--- config.mk ---
export PLATFORM = sky130hd
export DESIGN_NAME = serial_addsub_unit
export DESIGN_NICKNAME = d
export VERILOG_FILES = /design/src/rtl/serial_addsub_unit.sv
export SDC_FILE = /design/constraint.sdc
export NUM_CORES = 1
export LEC_CHECK = 0
export BUFFER_PORTS_ARGS = -buffer_cell sky130_fd_sc_hd__buf_2
export CORE_MARGIN = 10
export CORE_UTILIZATION = 43
export CTS_CLUSTER_DIAMETER = 80
export DETAILED_ROUTE_END_ITERATION = 16
export MAX_ROUTING_LAYER = met4
export PLACE_DENSITY = 0.65
export SETUP_SLACK_MARGIN = 0.4
export SYNTH_ARGS = -nofsm -noshare
export SYNTH_HDL_FRONTEND = slang
export SYNTH_SLANG_ARGS = --single-unit
--- constraint.sdc ---
create_clock -name clk -period 2.8 [get_ports clk]
set_input_delay 0.56 -clock clk [delete_from_list [all_inputs] [get_ports clk]]
set_output_delay 0.56 -clock clk [all_outputs]
set_load 0.05 [all_outputs]
--- src/rtl/serial_addsub_unit.sv ---
// serial_addsub_unit
//   Chunk-serial two's-complement adder/subtractor. Each clock it adds one
//   K-bit slice of the operands, so an N = W/K cycle operation reuses a
//   single narrow adder for any operand width W.
//
// Parameters
//   W  operand/result width (W >= 2)
//   K  bits processed per cycle (1 <= K <= W, W % K == 0)
//
// Ports
//   clk        rising-edge clock
//   rst_n      asynchronous active-low reset
//   in_valid   operands A/B/sub valid
//   in_ready   unit is idle and can accept operands
//   A, B       signed operands (W bits)
//   sub        0: S = A + B, 1: S = A - B
//   out_valid  S/cout/ovf valid, held until out_ready
//   out_ready  consumer accepts the result
//   S          W-bit result
//   cout       carry out of bit W-1 (for subtraction 1 = no borrow)
//   ovf        signed overflow
//   busy       operation in progress or result waiting
//
// Configuration
//   ADDSUB_SAT_EN  when defined, an overflowing result is replaced by the
//                  saturated value on the final RUN edge; otherwise S wraps.

module serial_addsub_unit #(
  parameter int W = 16,
  parameter int K = 4
) (
  input  logic         clk,
  input  logic         rst_n,
  input  logic         in_valid,
  output logic         in_ready,
  input  logic [W-1:0] A,
  input  logic [W-1:0] B,
  input  logic         sub,
  output logic         out_valid,
  input  logic         out_ready,
  output logic [W-1:0] S,
  output logic         cout,
  output logic         ovf,
  output logic         busy
);

  localparam int N  = W / K;
  localparam int CW = (N > 1) ? $clog2(N) : 1;
  localparam logic [CW-1:0] LAST = CW'(N - 1);

  // Reject parameter sets that cannot be split into whole chunks.
  generate
    if (W < 2 || K < 1 || K > W || (W % K) != 0) begin : g_param_check
      $error("serial_addsub_unit: illegal W/K combination");
    end
  endgenerate

  typedef enum logic [1:0] {IDLE, RUN, DONE} state_t;

  state_t        state;
  logic [W-1:0]  a_reg;
  logic [W-1:0]  b_reg;
  logic          carry;
  logic [CW-1:0] cnt;

  logic [K-1:0]  chunk_a;
  logic [K-1:0]  chunk_b;
  logic [K:0]    chunk_sum;
  logic          msb_cin;
  logic          chunk_ovf;
  logic [W-1:0]  s_next;
  int            base;

  // One slice of the ripple add. The carry into the slice's top bit is
  // recovered from sum = a ^ b ^ cin; on the last slice that bit is W-1,
  // which gives the signed-overflow term. s_next is S with the current
  // slice written in, optionally replaced by the saturated value when the
  // last slice overflows.
  always_comb begin
    base      = int'(cnt) * K;
    chunk_a   = a_reg[base +: K];
    chunk_b   = b_reg[base +: K];
    chunk_sum = {1'b0, chunk_a} + {1'b0, chunk_b} + {{K{1'b0}}, carry};
    msb_cin   = chunk_a[K-1] ^ chunk_b[K-1] ^ chunk_sum[K-1];
    chunk_ovf = msb_cin ^ chunk_sum[K];
    s_next    = S;
    s_next[base +: K] = chunk_sum[K-1:0];
`ifdef ADDSUB_SAT_EN
    if (cnt == LAST && chunk_ovf) begin
      s_next = a_reg[W-1] ? {1'b1, {(W-1){1'b0}}} : {1'b0, {(W-1){1'b1}}};
    end
`endif
  end

  // Control FSM with registered handshake outputs. Operands are captured
  // only on the accepting edge (B pre-inverted for subtraction, carry-in
  // set to sub), then N RUN cycles fill S one slice at a time, and DONE
  // holds the result until the consumer takes it.
  always_ff @(posedge clk or negedge rst_n) begin
    if (!rst_n) begin
      state     <= IDLE;
      a_reg     <= '0;
      b_reg     <= '0;
      carry     <= 1'b0;
      cnt       <= '0;
      S         <= '0;
      cout      <= 1'b0;
      ovf       <= 1'b0;
      in_ready  <= 1'b1;
      out_valid <= 1'b0;
      busy      <= 1'b0;
    end else begin
      case (state)
        IDLE: begin
          if (in_valid && in_ready) begin
            a_reg    <= A;
            b_reg    <= B ^ {W{sub}};
            carry    <= sub;
            cnt      <= '0;
            in_ready <= 1'b0;
            busy     <= 1'b1;
            state    <= RUN;
          end
        end
        RUN: begin
          S     <= s_next;
          carry <= chunk_sum[K];
          if (cnt == LAST) begin
            cout      <= chunk_sum[K];
            ovf       <= chunk_ovf;
            out_valid <= 1'b1;
            state     <= DONE;
          end else begin
            cnt <= cnt + CW'(1);
          end
        end
        DONE: begin
          if (out_ready) begin
            out_valid <= 1'b0;
            in_ready  <= 1'b1;
            busy      <= 1'b0;
            state     <= IDLE;
          end
        end
        default: state <= IDLE;
      endcase
    end
  end

endmodule
==> results.py <==
metrics = {
    "drt": {
        "vias_per_cell": 5.03,
        "dr.pass1.iters": 4,
        "first_iter_violations": 70,
        "wl_per_cell_um": 15.9,
        "drc_errors": 0,
        "via_count": 1922,
        "ant_nets": 0,
        "post_detailed_routing_wire_length_um": 6060,
    },
    "cells_and_area": {
        "finish.utilization_pct": 53.6,
        "final_nets": 349,
        "layout.cells.most_common": "buf_2",
        "syn_to_final_growth_pct": 22.2,
        "fill_cells": 585,
        "diodes": 0,
        "finalInstanceArea_mm2": 0.00339,
        "final_cell_mix": "buf_2, dfrtp_1, nor2_1, nand2_1, a21oi_1",
        "layout_cell_share_with_drive_strength_beyond_1_pct": 32.8,
    },
    "floorplan": {
        "fp.dieArea_mm2": 0.0101,
        "dieWidth_um": 100,
        "floorplan.rows": 29,
        "core_region_area_mm2": 0.00631,
        "die_height_um": 100,
        "floorplan.initialDensity_pct": 43.9,
        "num_io_pins": 58,
    },
    "synthesis": {
        "synthCells": 234,
        "avgSynthCellArea_um2": 11.8,
        "synth-seq-cells": 58,
        "netlist-cell-type-count": 31,
        "post_synth_instance_area_mm2": 0.00277,
        "synth_warnings": 0,
        "post_synth_net_total": 282,
        "ys_seq_area_share_pct": 52.4,
    },
    "global_routing": {
        "gr-usage-all-layers_pct": 13.0,
        "pin_count_of_the_biggest_net_entering_global_routing": 31,
        "number_of_global_route_vias_before_repair": 2032,
        "grt.overflow.total": 0,
        "first_pass_grt_wire_length_um": 10100,
        "antenna_found_initial": 0,
    },
    "placement": {
        "finalWeightedCongestion": 0.854,
        "detailedPlacementHpwl_um": 4540,
        "dpl-instance-area_mm2": 0.00313,
        "port-buffer-count": 57,
    },
    "clock_tree": {
        "cts_buffer_depth": 2,
        "h_tree_level_count": 3,
        "cts_tree": "done",
        "tritoncts.num_buffers": 9,
        "cts.root.buffer_cell": "clkbuf_8",
        "clock_insertion_delay_worst_skew_ns": 0.34,
        "path_clk_slew_ns": 0.06,
        "total_number_of_clock_tree_sinks": 58,
        "cts_hold_repair.buffers": 0,
    },
    "timing": {
        "fin_skew_ns": 0.0122,
        "rsz0062_at_grt": "yes",
        "report.final.setup_viol": 0,
        "timing_hold_violations_final": 0,
        "clock.fmax_mhz": 436,
        "min_period_over_period_pct": 82.0,
        "setup_tns_ns": 0,
        "period_minus_slack_ns": 2.30,
        "final.hold.worst_slack_ns": 0.265,
        "final_max_slew_viol_count": 0,
        "timing.max_slew.rel_slack_pct": 54.2,
        "worst-slew-pin-transition_ns": 0.686,
    },
    "power_and_ir_drop": {
        "ir_worst_vdd_mv": 0.786,
        "power_leakage_nw": 1.62,
        "power_per_cell_area_mw_per_mm2": 1330,
        "fin_total_pwr_w": 0.00450,
    },
    "setup_path": {
        "worst_setup_path_start_kind": "flip-flop",
        "critical_path.max_stage_delay_ns": 0.50,
        "critical_path_class": "flip-flop to flip-flop",
        "critPathMaxFanout": 5,
        "crit_arrival_ns": 2.57,
        "timing.critical_path.buf_inv": 2,
        "cpLargestDelayFamily": "multiplexers",
        "worstPathRequired_ns": 3.07,
        "crit_path_cell_trace": "buf_12, buf_4, mux4_2, ha_1, a21oi_2, xnor2_1, a22o_1",
        "critical_path.slowest_cell": "mux4_2",
        "critical_path.endpoint_type": "flip-flop",
    },
    "job": {
        "max-cap-violations": 0,
    },
    "status": {
        "status": "finished, final reports clean",
    },
    "hold_path": {
        "hold_path.class": "input port to async pin",
    },
}
[routing by layer]
metal | vias up | wire, um | part of all wire [%] | GRT usage [%]
met1 | 926 | 2680 | 44 | 15.0
met5 | - | 0 | 0 | -
met3 | 10 | 276 | 4.6 | 3.50
met4 | 0 | 97 | 1.6 | 5.87
met2 | 43 | 3000 | 50 | 20.8
li1 | 943 | - | - | -
[cells in the mapped netlist, drive strengths merged]
library cell	instances	area (um^2)
a22o	7	61.3
dfstp	1	26.3
dfrtp	57	1430
mux4	8	180
or4	1	7.51
a21oi	21	105
nor4	1	6.26
nand2b	2	12.5
clkbuf	3	11.3
xnor2	17	149
fa	2	40.0
buf	8	48.8
nand3	1	5.00
ha	9	113
nor2b	2	12.5
a21o	1	7.51
mux2i	1	10.0
o31ai	9	67.6
mux2	18	203
xor2	2	17.5
and2b	1	7.51
o21ai	7	35.0
and4	1	8.76
inv	10	37.5
nand2	21	86.3
nor2	23	86.3
[logic make-up (layout without fill, tap and decap cells)]
logic type,count (synthesis),in the layout,share of synthesized area (%)
DFF,58,58,52.4
buffers and inverters,21,92,3.52
xor gates and xnor gates,19,19,6.00
AOI/OAI and AO/OA,45,45,9.98
adders and majority gates,11,11,5.51
and+or+nand+nor,53,53,8.40
muxes,27,27,14.2
[layout make-up]
class | instances | area, um^2 | share of cell area (%)
clock buffer | 12 | 145 | 4.29
clock inverter | 3 | 40.0 | 1.18
inverter | 10 | 37.5 | 1.11
multi-input combinational | 155 | 1240 | 36.6
sequential | 58 | 1460 | 43.0
tap | 77 | 96.3 | 2.85
timing repair buffer | 67 | 373 | 11.0
[path summary, 6_finish.rpt]
path	start	endpoint	slack, ns	cells after the start
min in group clk	A[14]	a_reg[14]	0.43	2
worst min register to register	S[2]	S[2]	0.48	2
worst max register to register	cnt[0]	S[11]	0.50	7
worst max-delay path	cnt[0]	S[11]	0.50	7
worst min-delay path	rst_n	S[1]	0.27	1
max in group asynchronous	rst_n	S[7]	1.79	2
[repair_timing]
item | CTS | global route
pin swaps | 0 | 2
endpoints found under the setup margin | 13 | 10
buffers inserted | 5 | 0
gates resized for setup | 1 | 4
cloned | 0 | 0
[power breakdown]
group          total (W)  internal (W)  switching [W]
Clock           0.000740      0.000428       0.000312
Combinational    0.00230      0.000937        0.00136
Sequential       0.00146       0.00121       0.000255
Total            0.00450       0.00257        0.00193
[metrics by stage]
step	setup WS (ns)	std cells
final	0.505	382
after global routing	0.399	382
after CTS	0.428	382
after detailed placement	0.290	362
after global placement	0.332	362
after floorplan	0.448	234
(Power assumes the default switching activity.)
